`src/rtl/alu_flag_branch_unit.sv`:
```
// Consumer of the ALU flag interface: keeps the architectural NZCV register and
// produces a registered branch decision for B, B.cond, CBZ and CBNZ.
module alu_flag_branch_unit #(
  parameter int          BYPASS = 1,
  parameter int unsigned CNT_W  = 16
) (
  input  logic             clk,
  input  logic             rst_n,
  input  logic             alu_negative,
  input  logic             alu_zero,
  input  logic             alu_overflow,
  input  logic             alu_carry_out,
  input  logic             set_flags,
  input  logic             br_valid,
  input  logic [1:0]       br_type,
  input  logic [3:0]       cond,
  output logic [3:0]       flags,
  output logic             flags_valid,
  output logic             take_branch,
  output logic             take_valid,
  output logic             cond_err,
  output logic [CNT_W-1:0] taken_count
);

  typedef enum logic {
    UNSET = 1'b0,
    SET   = 1'b1
  } flag_state_t;

  typedef enum logic [1:0] {
    BR_B    = 2'b00,
    BR_COND = 2'b01,
    BR_CBZ  = 2'b10,
    BR_CBNZ = 2'b11
  } br_type_t;

  localparam logic [CNT_W-1:0] CNT_ONE = CNT_W'(1);

  flag_state_t state;
  logic        bypass_now;
  logic        flags_known;
  logic        eff_n, eff_z, eff_c, eff_v;
  logic        cond_base;
  logic        cond_ok;
  logic        decision;
  logic        err_now;

  always_comb begin
    bypass_now  = (BYPASS != 0) && set_flags;
    flags_known = (state == SET) || bypass_now;
    if (bypass_now) begin
      eff_n = alu_negative;
      eff_z = alu_zero;
      eff_c = alu_carry_out;
      eff_v = alu_overflow;
    end else begin
      eff_n = flags[3];
      eff_z = flags[2];
      eff_c = flags[1];
      eff_v = flags[0];
    end

    // Odd condition codes are the inverse of the preceding even one, except AL/NV.
    cond_base = 1'b1;
    case (cond[3:1])
      3'b000:  cond_base = eff_z;
      3'b001:  cond_base = eff_c;
      3'b010:  cond_base = eff_n;
      3'b011:  cond_base = eff_v;
      3'b100:  cond_base = eff_c & ~eff_z;
      3'b101:  cond_base = (eff_n == eff_v);
      3'b110:  cond_base = ~eff_z & (eff_n == eff_v);
      default: cond_base = 1'b1;
    endcase
    cond_ok = (cond[3:1] == 3'b111) ? 1'b1 : (cond_base ^ cond[0]);

    decision = 1'b0;
    err_now  = 1'b0;
    case (br_type_t'(br_type))
      BR_B:    decision = 1'b1;
      BR_COND: begin
        decision = flags_known & cond_ok;
        err_now  = ~flags_known;
      end
      BR_CBZ:  decision = alu_zero;
      BR_CBNZ: decision = ~alu_zero;
      default: decision = 1'b0;
    endcase
  end

  assign flags_valid = (state == SET);

  always_ff @(posedge clk or negedge rst_n) begin
    if (!rst_n) begin
      state       <= UNSET;
      flags       <= '0;
      take_branch <= 1'b0;
      take_valid  <= 1'b0;
      cond_err    <= 1'b0;
      taken_count <= '0;
    end else begin
      if (set_flags) begin
        state <= SET;
        flags <= {alu_negative, alu_zero, alu_carry_out, alu_overflow};
      end

      take_valid <= br_valid;
      cond_err   <= br_valid & err_now;
      if (br_valid) begin
        take_branch <= decision;
        if (decision && (taken_count != '1))
          taken_count <= taken_count + CNT_ONE;
      end
    end
  end

endmodule

```
`config.mk`:
```
export PLATFORM = sky130hd
export DESIGN_NAME = alu_flag_branch_unit
export DESIGN_NICKNAME = d
export VERILOG_FILES = /design/src/rtl/alu_flag_branch_unit.sv
export SDC_FILE = /design/constraint.sdc
export NUM_CORES = 1
export LEC_CHECK = 0
export BUFFER_PORTS_ARGS = -buffer_cell sky130_fd_sc_hd__buf_2
export CAP_MARGIN = 20
export CELL_PAD_IN_SITES_DETAIL_PLACEMENT = 2
export CELL_PAD_IN_SITES_GLOBAL_PLACEMENT = 2
export CORE_ASPECT_RATIO = 1.25
export CORE_MARGIN = 2
export CORE_UTILIZATION = 34
export CTS_CLUSTER_SIZE = 10
export DETAILED_ROUTE_END_ITERATION = 8
export GPL_TIMING_DRIVEN = 0
export PLACE_DENSITY = 0.87
export SLEW_MARGIN = 20
export SYNTH_ARGS = -nofsm -noshare
export SYNTH_HDL_FRONTEND = slang
export SYNTH_SLANG_ARGS = --single-unit
```
`constraint.sdc`:
```
create_clock -name clk -period 3.2 [get_ports clk]
set_clock_uncertainty 0.1 [all_clocks]
set_input_delay 0.64 -clock clk [delete_from_list [all_inputs] [get_ports clk]]
set_output_delay 0.64 -clock clk [all_outputs]
set_load 0.03 [all_outputs]
```
==> Yosys cells after proc, flatten, opt, wreduce, memory -nomap -nowiden <==
Index checks and enable logic that the tools add are counted.
{ "word_totals": {"output_inout_bits": 24, "in_bits": 14, "ff_bits": 24, "word_cells": 40} }
{ "classes": {"addsub": 1, "bitwise": 8, "n_mux": 8, "reduce_logical": 5, "eq_ne": 12} }
{ "op_table": {"columns": ["cell", "n"], "rows": [
  ["16-bit by 1-bit adder with 16-bit output, second input constant", 1],
  ["16-bit inequality test, second input constant", 1],
  ["3-bit equality test, second input constant", 4],
  ["1-bit case mux with 7 select lines", 1],
  ["3-bit by 2-bit equality test with 1-bit output, second input constant", 2],
  ["1-bit two-way mux", 6],
  ["1-bit AND", 4],
  ["2-bit equality test, second input constant", 2],
  ["1-bit case mux with 4 select lines", 1],
  ["3-bit by 1-bit equality test with 1-bit output, second input constant", 1],
  ["3-bit zero test", 1],
  ["1-bit inverter", 3],
  ["2-bit by 1-bit equality test with 1-bit output, second input constant", 1],
  ["2-bit zero test", 1],
  ["2-bit AND reduction", 1],
  ["1-bit equality test", 1],
  ["1-bit logical AND", 1],
  ["1-bit logical OR", 1],
  ["1-bit bitwise XOR", 1]
]} }

==> Logic depth before layout (Yosys ltp) <==
Gate-level depths: netlist (run 1).
{ "depth": {"word_depth": 10, "depth_mapped": 8, "depth_no_buf": 7} }

==> Least setup slack after synthesis (run 1) <==
No wires, ideal clock.
{ "synth_path": {"kind": "input-to-reg", "start": "input set_flags", "end": "register taken_count[12]", "path_stages": 8, "setup_time_ps": 125, "path_slack_ps": 667, "path_buffers": 2, "required_ps": 2975, "t_arrival_ps": 2308, "cell_sequence": "buf_6 > mux2_4 > mux2i_1 > a311o_2 > a32oi_4 > buf_6 > nor3_2 > mux2_4"} }
{ "synth_between": {"elab_chain_len": 10, "elab_cells_between_ends": 16, "classes_between": "eq/ne: 1; mux: 7; bitwise: 5; reduce/logical: 3"} }
{ "synth_rtl": {"columns": ["item", "line_no", "text"], "rows": [
  ["start, declared", "13", "input logic set_flags,"],
  ["1-bit two-way mux", "51", "if (bypass_now) begin"],
  ["1-bit equality test / 1-bit inverter (equally long branches)", "71, 72, 70", null],
  ["1-bit AND (on tied branches)", "72, 70", null],
  ["1-bit case mux with 7 select lines", "65", "case (cond[3:1])"],
  ["1-bit bitwise XOR", "75", "cond_ok = (cond[3:1] == 3'b111) ? 1'b1 : (cond_base ^ cond[0]);"],
  ["1-bit two-way mux", "75", null],
  ["1-bit AND *", "82", "decision = flags_known & cond_ok;"],
  ["1-bit case mux with 4 select lines *", "79", "case (br_type_t'(br_type))"],
  ["1-bit logical AND *", "111", "if (decision && (taken_count != '1))"],
  ["2-bit AND reduction (no line) *", null, null],
  ["end signal, assigned", "112", "taken_count <= taken_count + CNT_ONE;"],
  ["end, declared", "22", "output logic [CNT_W-1:0] taken_count"]
]} }
Mark *: on every way between the ends. The rest lies on a longest branch, timed or not.
A chain may end at the register's enable or synchronous reset.

==> Worst setup path in the final report (run 1) <==
{ "layout_path": {"start": "input cond[1]", "end": "register taken_count[12]"} }
{ "layout_between": {"elab_chain_len": 8, "elab_cells_between_ends": 15, "classes_between": "eq/ne: 7; mux: 3; bitwise: 2; reduce/logical: 3"} }
{ "layout_rtl": {"columns": ["item", "line_no", "text"], "rows": [
  ["start, declared", "16", "input logic [3:0] cond,"],
  ["3-bit equality test (tied with other cells)", "65", null],
  ["1-bit case mux with 7 select lines", "65", null],
  ["1-bit bitwise XOR", "75", null],
  ["1-bit two-way mux *", "75", null],
  ["1-bit AND *", "82", null],
  ["1-bit case mux with 4 select lines *", "79", null],
  ["1-bit logical AND *", "111", null],
  ["2-bit AND reduction (no line) *", null, null]
]} }
Marks and branches as above.

==> flow_metrics.tcl, run 1 <==
set metrics [dict create \
    start_util_pct 35.0 \
    instances_no_fill 226 \
    drtIter0Drc 63 \
    crit_type "in -> reg" \
    core_um2 4030 \
    antenna_found_initial 0 \
    routed.top_layer "met4" \
    ctsResizeCount 0 \
    hold_viol 0 \
    path_delay_family "compound AO/OA/AOI/OAI gates" \
    syn_nets 147 \
    via_per_inst 5.45 \
    multiInputGateArea_um2 748 \
    r2r_setup_slack_ps 830 \
    ys_types 46 \
    die-area_um2 4680 \
    grt_max_degree 25 \
    rsz0062_at_grt "no" \
    synthSimpleGateAreaFrac_pct 26.7 \
    hpwl_um 3150 \
    row_count 26 \
    synth-xor-area-share_pct 9.94 \
    async_flop_share_pct 100 \
    power_leakage_nw 0.747 \
    fin_crit_sh_pct 78.1 \
    ys_warn_count 0 \
    fillers 470 \
    drt-met1-wl_um 1610 \
    fin_hold_ws_ps 249 \
    fin_tns_setup_ps 0 \
    die_h_um 76 \
    status "complete, no violations" \
    report.final.setup_viol 0 \
    htreeDepth 1 \
    pre_cts_ws_ps 426 \
    muxShareOfSynthArea_pct 6.48 \
    synth.cell_area_um2 1410 \
    fmax_mhz 400 \
    pwr-share-comb_pct 37.5 \
    wl_met2_um 2370 \
    worst_r2r_path_depth 7 \
    p_per_area_nw_per_um2 592 \
    synthAdderAreaFrac_pct 0.887 \
    wl_met3_um 143 \
    regArea_um2 601 \
    crit_path_frequent_cell "buf_2" \
    min_period_ps 2500 \
    numCtsBuffers 3 \
    clk_pin_slew_worst_paths_ps 80 \
    internal_power_uw 574 \
    wl_per_cell_um 18.5 \
    drive_gt1_share_pct 36.5 \
    ys.flop_type "dfrtp_1" \
    vias 1232 \
    nets 187 \
    gp_congestion 0.776 \
    synth_common_cells "dfrtp_1, nand3_1, nor3_1, xnor2_1, xor2_1" \
    crit_path_start_kind "input port" \
    synth.most_common_cell "dfrtp_1" \
    synth_edf_count 0 \
    drv_cap 0 \
    max-slew-margin-rel_pct 62.8 \
    portBuffers 35 \
    track_usage_pct 19.5 \
    synth.largest_area_cell "dfrtp_1" \
    syn2layout_area_growth_pct 20.3 \
    diodes 0 \
    cp-end-kind "register" \
    post-cts-setup-buffer-count 0 \
    ys_ff_latch 24 \
    p_sw_uw 430 \
    tightest_slew_ps 558 \
    clockRootBuffer "clkbuf_8" \
    clkPwrFrac_pct 18.6 \
    r2r-end "taken_count[12]" \
    crit_path_cell_trace "buf_2 > or2_2 > o211ai_1 > a21oi_1 > o21ai_1 > buf_2 > nor3_2 > mux2_4" \
    drc_errors 0 \
    worstPathMaxFanout 10 \
    stdcell_area_um2 1700 \
    netlist_instances 132 \
    ant_nets 0 \
    synth_compound_area_share_pct 9.05 \
    fin_ws_ps 702 \
    io_pins 38 \
    p_sw_share_pct 42.8 \
    cts.sinks 24 \
    hold_buffers 0 \
    crit_arrival_ps 2560 \
    clk_latency_ps 280 \
    dr.pass1.iters 4 \
    syn_area_per_cell_um2 10.7 \
    grt_pass1_vias 1399 \
    die_w_um 61.6 \
    rr_startpoint "flags[0]" \
    overflow 0 \
    post_dp_cell_area_um2 1660 \
    synth.top_cell.area_share_pct 42.6 \
    critPathBufInv 2 \
    drv_slew 0 \
    wl_um 4180 \
    required_ps 3260 \
    irDropWorstVdd_mv 0.347 \
    cts_tree "done" \
    synth_top_family_by_area "simple AND/OR/NAND/NOR gates" \
    clock_path_buffers 2 \
    grt_pass1_wl_um 6920 \
    ys_seq_area_share_pct 42.6 \
    netlist_top_cells_area "dfrtp_1, xnor2_1, xor2_1, nand3_1, mux2_4" \
    place_inst 223 \
    hold_class "in -> async" \
    seq_power_share_pct 43.9 \
    crit_path_top_delay_cell "o21ai_1" \
    slowest_delay_ps 420 \
]
==> power by group through the flow <==
| stage | Sequential [mW] | Combinational, mW | Clock, mW |
|---|---|---|---|
| global placement | 0.438 | 0.368 | 0 |
| floorplan | 0.550 | 0.140 | 0 |
| detailed placement | 0.447 | 0.380 | 0 |
| global route | 0.455 | 0.409 | 0.203 |
| CTS | 0.442 | 0.383 | 0.191 |
| finish | 0.441 | 0.376 | 0.187 |
==> how the worst max path moves through the flow <==
stage	startpoint	to	slack [ps]	cells past startpoint
floorplan	set_flags	taken_count[12]	670	8
global placement	cond[1]	taken_count[12]	440	8
detailed placement	cond[1]	taken_count[12]	430	8
CTS	cond[1]	taken_count[12]	680	8
global route	cond[1]	taken_count[12]	610	8
finish	cond[1]	taken_count[12]	700	8
==> kinds of logic after synthesis <==
kind of cell | count (synthesis)
buf+inv | 9
fa+ha+maj | 1
simple gates | 63
mux | 7
flops | 24
compound gates | 12
xor+xnor | 16
==> placed cells by master, fill, tap and decap left out, types with 2 or more instances in the layout <==
cell type  count
nand3_1       12
or2_2          2
mux2i_1        2
nand4_1        6
xnor2_1        8
clkbuf_8       3
nor4_1         2
inv_1          4
buf_2         36
nor3_1         8
nand2b_1       2
nand2_1        7
xor2_1         8
nor2_1         5
or3_2          3
or4_1          2
dfrtp_1       24
nor3b_1        2
mux2_4         4
buf_6          3
==> per-layer routing <==
layer,track usage (%),vias up
met5,0,-
met2,36.1,31
met3,2.21,6
li1,-,560
met1,22.8,635
met4,4.47,0
==> per-stage QoR <==
step	power (mW)	utilization, %
CTS	1.02	42.1
global placement	0.805	41.0
global route	1.07	42.1
floorplan	0.691	-
finish	1.00	42.1
detailed placement	0.826	41.0
==> sequential cells by signal, summed over array words and instances, names as in the netlist <==
name	cells
taken_count	16
flags	4
cond_err	1
flags_valid	1
take_branch	1
take_valid	1
==> final cells by class <==
cell class | instances | area share (%)
Sequential cell | 24 | 35.4
Multi-Input combinational cell | 99 | 44.1
Buffer | 5 | 2.73
Tap cell | 56 | 4.13
Timing Repair Buffer | 35 | 10.3
Clock buffer | 3 | 2.43
Inverter | 4 | 0.885
Power figures use the tool's default switching activity.
==> inputs of run 2 (changes only) <==
- ABC_AREA: not set -> 1
- CORE_UTILIZATION: 34 -> 26
- PLACE_DENSITY: 0.87 -> 0.8
- clock period: 3.2 -> 2 ns (I/O delays scaled with it)
==> run 2 against run 1 <==
Effect of this change:
- routed wire length up 22%
- utilization down 6.0 points
- area after synthesis up 5.9%
- total power up 33%
- cell area up 16%
- sequential share of layout area down 4.9 points
- non-clock buffer count up 8
- global-route usage down 3.4 points
- combinational power up 11%
- critical path depth up 2
==> flow_metrics.tcl, run 2 <==
set metrics [dict create \
    finalPower_mw 1.33 \
    vias 1537 \
    path_delay_family "simple AND/OR/NAND/NOR gates" \
    async_flop_share_pct 100 \
    fin_ws_ps 75.0 \
    antenna_found_initial 0 \
    critPathBufInv 2 \
    fmax_mhz 519 \
    min_period_ps 1920 \
    most-common-layout-cells "nand2_1, buf_2, dfrtp_1" \
    crit_type "reg -> reg" \
    die_w_um 71.8 \
    place_inst 307 \
    drv_cap 0 \
    regArea_um2 603 \
    r2r_setup_slack_ps 80 \
    fillers 685 \
    crit_arrival_ps 2040 \
    crit_path_top_delay_cell "dfrtp_2" \
    slowest_delay_ps 410 \
    ys_types 23 \
    fin_hold_ws_ps 18.3 \
    hold_buffers 0 \
    ant_nets 0 \
    hold_class "in -> async" \
    layout_commonest_cell "nand2_1" \
    wl_um 5100 \
    netlist_top_cells_area "dfrtp_1, nand2_1, nand4_1, inv_1, xor2_1" \
    core_um2 5480 \
    irDropWorstVdd_mv 0.215 \
    synth.most_common_cell "nand2_1" \
    top_regs "taken_count (16), flags (4)" \
    synth.largest_area_cell "dfrtp_1" \
    clk_latency_ps 270 \
    portBuffers 37 \
    fin_crit_sh_pct 96.2 \
    drive_gt1_share_pct 32.8 \
    power_leakage_nw 1.09 \
    clk_pin_slew_worst_paths_ps 100 \
    start_util_pct 27.2 \
    overflow 0 \
    tightest_slew_ps 595 \
    rsz0062_at_grt "yes" \
    clockRootBuffer "clkbuf_8" \
    clock_path_buffers 2 \
    max-slew-margin-rel_pct 60.3 \
    synth_edf_count 0 \
    worstPathMaxFanout 5 \
    diodes 0 \
    wl_per_cell_um 16.1 \
    ys_warn_count 0 \
    syn_nets 221 \
    crit_path_cell_trace "ha_1 > nand3_1 > inv_1 > nand2_1 > nor2_4 > nand4_4 > nand3_4 > clkbuf_16 > nand2_4 > nand2_2" \
    track_usage_pct 16.1 \
    htreeDepth 1 \
    pre_cts_ws_ps -270 \
    drv_slew 0 \
    instances_no_fill 317 \
    cts_tree "done" \
    hpwl_um 3670 \
    report.final.setup_viol 0 \
    cts.sinks 24 \
    ys_seq_area_share_pct 40.2 \
    die-area_um2 6370 \
    cp_num_cells 10 \
    regMostFlops "taken_count" \
    io_pins 38 \
    crit_path_start_kind "register" \
    ys_ff_latch 24 \
    hold_viol 0 \
    largest_reg_flops 16 \
    rr_startpoint "taken_count[0]" \
    synth_common_cells "nand2_1, dfrtp_1, inv_1" \
    grt_max_degree 25 \
    required_ps 2120 \
    via_per_inst 4.85 \
    grt_pass1_wl_um 8090 \
    drc_errors 0 \
    row_count 30 \
    dr.pass1.iters 4 \
    gp_congestion 0.769 \
    syn_area_per_cell_um2 7.25 \
    drtIter0Drc 26 \
    grt_pass1_vias 1651 \
    die_h_um 88.7 \
    ys.flop_type "dfrtp_1" \
    cp-end-kind "register" \
    r2r-end "taken_count[7]" \
    status "complete, no violations" \
    netlist_instances 206 \
    worst_r2r_path_depth 10 \
    multiInputGateArea_um2 850 \
    synth.top_cell.area_share_pct 40.2 \
    numCtsBuffers 3 \
    nets 269 \
    syn2layout_area_growth_pct 32.3 \
    synth.cell_area_um2 1490 \
    p_per_area_nw_per_um2 674 \
]
run 2: changes by cell type after synthesis, sizes merged, moves of 3 or more:
cell   change
nand4     +11
nor3       -6
inv       +18
mux2       -5
nand2     +83
xnor2      -3
or3        -3
nor2       +6
nand3      -3
run 2: timing repair:
item / 4_1_cts / 5_1_grt
pin swaps: 1 / 11
cloned: 0 / 1
gates resized for setup: 6 / 27
setup endpoints to repair: 12 / 16
buffers inserted: 1 / 4
run 2: per-layer routing:
metal / track usage (%) / vias to the layer above / part of all wire, % / wire length, um
met1: 20.4 / 759 / 42 / 2150
met4: 2.92 / 0 / 0.14 / 7
met3: 1.37 / 2 / 2.9 / 149
met2: 30.1 / 27 / 55 / 2790
met5: 0 / - / 0 / 0
li1: - / 749 / - / -
run 2: worst max path at each step:
stage	slack, ps	from	endpoint
CTS	20	taken_count[2]	taken_count[11]
global placement	-180	set_flags	taken_count[10]
global route	-110	flags[0]	taken_count[7]
detailed placement	-270	set_flags	taken_count[8]
finish	80	taken_count[0]	taken_count[7]
floorplan	30	taken_count[0]	taken_count[6]
run 2: stage by stage:
step / utilization (%) / instance area [um^2] / TNS (ps)
6_report: 36.0 / 1970 / 0
5_1_grt: 36.0 / 1970 / -1460
4_1_cts: 33.6 / 1840 / 0
3_5_place_dp: 32.1 / 1760 / -3080
3_3_place_gp: 32.1 / 1760 / -1870
2_1_floorplan: - / 1500 / 0
run 2: final cells by class:
class	instances	area share, %
Buffer	5	2.79
Clock buffer	4	2.28
Inverter	23	4.56
Multi-Input combinational cell	154	43.0
Sequential cell	24	30.5
Tap cell	64	4.06
Timing Repair Buffer	43	12.7
run 2: power by group:
part	switching, mW	leakage (nW)	internal, mW
registers	0.0668	0.310	0.535
logic	0.273	0.754	0.146
clock network	0.167	0.0228	0.143
total	0.507	1.09	0.824
run 2: cells by family (layout without fill, tap and decap cells):
logic type | after synthesis | in the layout | share of synthesized area [%]
xor+xnor | 14 | 14 | 8.21
compound gates | 5 | 5 | 1.93
simple gates | 134 | 134 | 40.5
fa+ha+maj | 1 | 1 | 0.838
buf+inv | 28 | 75 | 8.30
flops | 24 | 24 | 40.2
run 2: worst reg2reg max path: cells and delay by family, from the launching register on:
family	cells	cell delay, ps
fa+ha+maj	1	200
buf+inv	2	300
flops	1	410
simple gates	7	860
